### src/rtl/clkdiv_prog.sv
// Runtime-programmable clock divider: toggle or pulse output from the system clock.
// New divisors wait in a shadow register and take effect only at a wrap or restart.
module clkdiv_prog #(
    parameter int unsigned        WIDTH       = 32,
    parameter logic [WIDTH-1:0]   DEFAULT_DIV = 25_000_000
) (
    input  logic             clk,
    input  logic             rst_n,
    input  logic             en,
    input  logic             mode,
    input  logic             restart,
    input  logic             div_load,
    input  logic [WIDTH-1:0] div_val,
    output logic             clk_div,
    output logic             tick,
    output logic             pending,
    output logic             load_err
);

    logic [WIDTH-1:0] cnt;
    logic [WIDTH-1:0] div_act;
    logic [WIDTH-1:0] div_pend;
    logic             pend;

    logic wrap;
    logic boundary;
    logic load_ok;
    logic load_bad;

    // cnt never passes div_act-1, because a smaller divisor only lands on a boundary.
    assign wrap     = en && (cnt == div_act - 1'b1);
    assign boundary = restart || wrap;
    assign load_ok  = div_load && (div_val != '0);
    assign load_bad = div_load && (div_val == '0);

    assign pending = pend;

    // NOTE: every register here uses non-blocking assignments, so all next-state
    // terms see the pre-edge values of cnt, div_act and pend.
    always_ff @(posedge clk or negedge rst_n) begin
        if (!rst_n) begin
            cnt      <= '0;
            div_act  <= DEFAULT_DIV;
            div_pend <= '0;
            pend     <= 1'b0;
            clk_div  <= 1'b0;
            tick     <= 1'b0;
            load_err <= 1'b0;
        end else begin
            load_err <= load_bad;

            if (restart) begin
                cnt     <= '0;
                clk_div <= 1'b0;
                tick    <= 1'b0;
            end else if (wrap) begin
                cnt     <= '0;
                tick    <= 1'b1;
                clk_div <= mode ? 1'b1 : ~clk_div;
            end else begin
                if (en) begin
                    cnt <= cnt + 1'b1;
                end
                tick <= 1'b0;
                if (mode) begin
                    clk_div <= 1'b0;
                end
            end

            // The boundary consumes the value pending before this edge; a load on
            // the same edge becomes the next pending value.
            if (boundary && pend) begin
                div_act <= div_pend;
            end

            if (load_ok) begin
                div_pend <= div_val;
                pend     <= 1'b1;
            end else if (boundary) begin
                pend     <= 1'b0;
            end
        end
    end

endmodule

### config.mk
export PLATFORM = sky130hd
export DESIGN_NAME = clkdiv_prog
export DESIGN_NICKNAME = d
export VERILOG_FILES = /design/src/rtl/clkdiv_prog.sv
export SDC_FILE = /design/constraint.sdc
export NUM_CORES = 1
export LEC_CHECK = 0
export CELL_PAD_IN_SITES_DETAIL_PLACEMENT = 1
export CELL_PAD_IN_SITES_GLOBAL_PLACEMENT = 1
export CORE_MARGIN = 2
export CORE_UTILIZATION = 29
export CTS_CLUSTER_SIZE = 24
export DETAILED_ROUTE_END_ITERATION = 10
export PLACE_DENSITY = 0.67
export SLEW_MARGIN = 20
export SYNTH_ARGS = -nofsm -noshare
export SYNTH_HDL_FRONTEND = slang
export SYNTH_SLANG_ARGS = --single-unit
### constraint.sdc
create_clock -name clk -period 2.9 [get_ports clk]
set_input_delay 0.58 -clock clk [delete_from_list [all_inputs] [get_ports clk]]
set_output_delay 0.58 -clock clk [all_outputs]
set_load 0.02 [all_outputs]
After elaboration in Yosys (flattened, before gate mapping):

Cells that the tools add are included.

* word-level logic and storage cells: 32
* RAM bits: 0
* ROM bits: 0
* input port bits: 38
* memories kept: 0
* register bits: 100
* output and inout bits: 4
* bits in latches: 0

* shift operators: 0
* muxes and demuxes: 11
* equality and inequality tests: 1
* bitwise logic cells: 1
* div/mod/pow operators: 0
* reductions and logical operators: 10
* $add $sub $neg: 2
* $mul: 0
* magnitude comparators: 0

Operators with widths (count)
* $mux W32: 3
* $add A32 B1 Y32 const B: 1
* $eq A32 B32 Y1: 1
* $logic_not A32 Y1: 1
* $reduce_bool A32 Y1: 1
* $sub A32 B1 Y32 const B: 1
* $mux W1: 8
* $reduce_bool A3 Y1: 2
* $logic_and A1 B1 Y1: 4
* $reduce_bool A2 Y1: 1
* $logic_or A1 B1 Y1: 1
* $not A1 Y1: 1

Longest topological paths before layout:

Gate-level depths: netlist (run 1).

* word-level depth: 6
* depth in mapped cells: 12
* depth with buffers taken out: 11

Least setup slack after synthesis (run 1):

Ideal clock, no wire load.

* path type: register -> register
* from: reg div_act[19]
* to: reg div_act[0]
* arrival time: 2.988 ns
* slack: -0.213 ns
* library setup time: 0.125 ns
* period minus slack after synthesis: 3.113 ns
* stages on the path, launching flop included: 11
* path buffers: 3
* required time: 2.775 ns
* cell sequence: dfstp_2 -> buf_2 -> or4_1 -> clkbuf_1 -> or3_1 -> or4_4 -> a211oi_2 -> a31o_2 -> nand2_4 -> buf_6 -> mux2_4

* cells in the longest elaborated chain, start to end: 5

RTL lines
* from (decl): RTL line 21 `logic [WIDTH-1:0] div_act;`
* from (signal assigned): RTL line 73 `div_act <= div_pend;`
* $sub A32 B1 Y32: RTL line 31 `assign wrap = en && (cnt == div_act - 1'b1);`
* $eq A32 B32 Y1: RTL line 31
* $logic_and A1 B1 Y1: RTL line 31
* $logic_or A1 B1 Y1: RTL line 32 `assign boundary = restart || wrap;`
* $logic_and A1 B1 Y1: RTL line 72 `if (boundary && pend) begin`

No other way between the ends.
A chain may end at the register's enable or synchronous reset.

Final worst setup path (run 1):

* from: reg div_act[1]
* to: reg div_act[7]

The elaborated chain is that of the path after synthesis.

==> results by group, run 1 <==
Status
  – Status: finished, violations left
  – Violations in the final reports: setup timing

Timing
  – FMAX: about 0.32 GHz
  – Hold slack: a little over 0.2 ns
  – Final Cycle Share: 1.08
  – Max Slew Vio Count: 0
  – Worst Tran Pin Value: ~0.78 ns
  – Final setup margin: -0.244 ns
  – Final-report hold violation count: 0
  – RSZ-0062 raised after global routing: true
  – Clk_skew: about 0.0058 ns
  – Final setup violation count: 64
  – Crit path time final: roughly 3.1 ns
  – Max-slew headroom: 0.474

Yosys
  – Number of synthesized register bits: 100
  – Synth area leaders: dfrtp_1 (39%), mux2_4 (8.0%), mux2_2 (6.8%)
  – Post-synth EDFFs: 0
  – Library cells used by synthesis: 69
  – Post-Syn Area: ~0.0057 mm^2
  – Post-synth top area share: 0.390
  – Syn avg cell area: 10.6 um^2
  – Register area share after synthesis: 0.445
  – Async SR Flop Fraction: 1.00
  – Syn Inst Count: ~530
  – Largest area contributor in the netlist: dfrtp_1
  – Synth Net Count: ~570
  – Top FF cell, synth: dfrtp_1
  – Yosys warning count: 0

Worst setup path
  – WS Path Type: register to register
  – Element type at the critical path start: register
  – WP data arrival: approximately 3.4 ns
  – Crit path capture type: register
  – Reg2Reg Depth: 10
  – Reg-to-Reg Start: div_act[1]
  – Reg2Reg Setup Slack: -0.24 ns
  – WP data required: ~3.2 ns
  – Max Fanout on Critical Path: 18
  – Reg2reg end: div_act[7]

Global route
  – Gr ovfl total: 0
  – Vias in the first global route: 4,960
  – Tot GR Track Use: 0.167
  – First-pass GRT wire length: 26.5 mm
  – Initial antenna violation count: 0
  – Largest net degree at the start of global routing: 63

Power and ir drop
  – LEAKAGE: 3.25 nW
  – Power per cell area: 516 mW/mm^2
  – VDD IR max: between 0.3 and 0.4 mV

Die
  – Initial Utilization: 0.293
  – Die height: between 100 and 150 um
  – I/O pin total: between 40 and 50
  – Die width: 144 um
  – Core Region: between 0.015 and 0.02 mm^2
  – Cell Rows: roughly 50
  – Area of the die: 0.0206 mm^2

Drt
  – Antenna-violating nets left: 0
  – Post-Route WL: 17.2 mm
  – WL per Instance: 18.6 um
  – Pre-antenna DRT Iters: 4
  – Drt drc: 0
  – Detailed Route Iter0 Violations: around 230
  – Via count: 4,689
  – Vias per Instance: around 5.1

Finish
  – Commonest non-fill, non-tap cell in the layout: dfrtp_1
  – Layout Utilization: 0.408
  – Final Instance Area: 0.00787 mm^2
  – Inserted Diodes: 0
  – P&R area growth vs syn: 39.3%
  – Share of cells above drive strength 1: 0.394
  – Nets: ~700
  – Most frequent cells in the layout: dfrtp_1 (86), buf_4 (84), nor2_1 (47)

Placed design
  – Area after DPL: 0.00697 mm^2
  – Setup WS pre-CTS: -0.280 ns
  – Hpwl dp: approximately 12 mm
  – Placer Congestion: 0.872
  – Port Buffers: 41

Clocking
  – Max H-tree Level: 3
  – Root buf cell: clkbuf_16
  – Longest Clk Path Bufs: 2
  – Hold-fix buffer count after cts: 0
  – CTS tree: built
  – Clock-pin transition on the worst setup and hold timing paths: approximately 0.070 ns
  – Clk Latency, worst-skew pair: roughly 0.36 ns
  – CTS buffer count: 9
  – CTS Sinks: 100

Job
  – Max-cap violations: 0

Worst hold path
  – Hold Path Class: input port to async pin
==> flip-flops by register name (all words and copies together) (netlist names) <==
signal / flops
div_pend: 32
cnt: 32
load_err: 1
clk_div: 1
pending: 1
div_act: 32
tick: 1
==> cell usage after synthesis, drive strengths merged (2+ instances only) <==
cell type and number:
nor3 14, mux2 64, xnor2 35, ha 2
clkbuf 17, and4 2, nor4 24, nand2b 5
o311ai 2, a211oi 4, or4 6, a31o 2
nor2b 5, buf 7, dfstp 12, nand2 23
nand4b 4, xor2 30, a21oi 7, and3 10
nor2 55, o31a 2, nand3 25, nand3b 3
or3 4, a31oi 4, inv 9, o21ai 14
dfrtp 88, and2 3, nor3b 5, nand4 19
==> metal layers <==
metal,global-route usage,share of wire,vias to the layer above
met5,0,0,-
met4,0.0552,0.025,0
met3,0.0350,0.033,24
met2,0.282,0.51,88
met1,0.213,0.44,2394
li1,-,-,2183
==> worst max path at each step <==
stage	start	end	slack, ns	cells after the start
6_report	div_act[1]	div_act[7]	-0.24	10
4_1_cts	div_act[0]	div_act[7]	-0.16	12
5_1_grt	div_act[22]	div_act[7]	-0.33	11
3_3_place_gp	div_act[1]	div_act[31]	-0.26	10
3_5_place_dp	div_act[1]	div_act[7]	-0.28	10
2_1_floorplan	div_act[19]	div_act[0]	-0.13	10
==> logic make-up after synthesis <==
| logic type | synth area share |
|---|---|
| AOI/OAI and AO/OA | 0.0655 |
| xor gates and xnor gates | 0.101 |
| adders and majority gates | 0.00443 |
| buffers and inverters | 0.0277 |
| DFF | 0.445 |
| muxes | 0.149 |
| and+or+nand+nor | 0.207 |
==> worst max-delay path, cell delays in order (launching register included) <==
cell	delay, ns
dfrtp_2	0.45
nor4_4	0.46
and3_4	0.32
buf_4	0.13
nand2_1	0.07
or4_4	0.53
a211oi_4	0.26
a31o_4	0.21
nand2_4	0.09
buf_12	0.19
mux2_4	0.32
==> through the flow <==
step / total power [mW] / instances / setup TNS (ns)
floorplan: 2.25 / 531 / -3.34
global placement: 2.65 / 896 / -10.72
detailed placement: 2.71 / 896 / -11.76
CTS: 3.98 / 915 / -4.03
global route: 4.24 / 928 / -14.37
finish: 4.06 / 928 / -8.94
==> cell type report <==
class	instances	area, um^2
Clock buffer	11	253
Clock inverter	5	42.5
Fill cell	2159	11400
Inverter	9	33.8
Multi-Input combinational cell	398	3380
Sequential cell	100	2520
Tap cell	265	332
Timing Repair Buffer	140	1310
==> repair_timing <==
item	CTS	global route
gates cloned	0	4
pin swaps	2	21
endpoints found under the setup margin	66	66
resized for setup	28	63
setup buffers	3	9
==> power by group <==
| part | total [mW] | switching [mW] | internal (mW) |
|---|---|---|---|
| clock network | 1.21 | 0.571 | 0.641 |
| logic | 1.16 | 0.539 | 0.616 |
| registers | 1.69 | 0.135 | 1.56 |
Power figures use the tool's default switching activity.
==> run 2, diff against run 1 <==
CTS_CLUSTER_DIAMETER = 150   (was unset)
==> results of run 2 <==
Same layout as run 1: the final DEF is identical, and so are final timing and power.
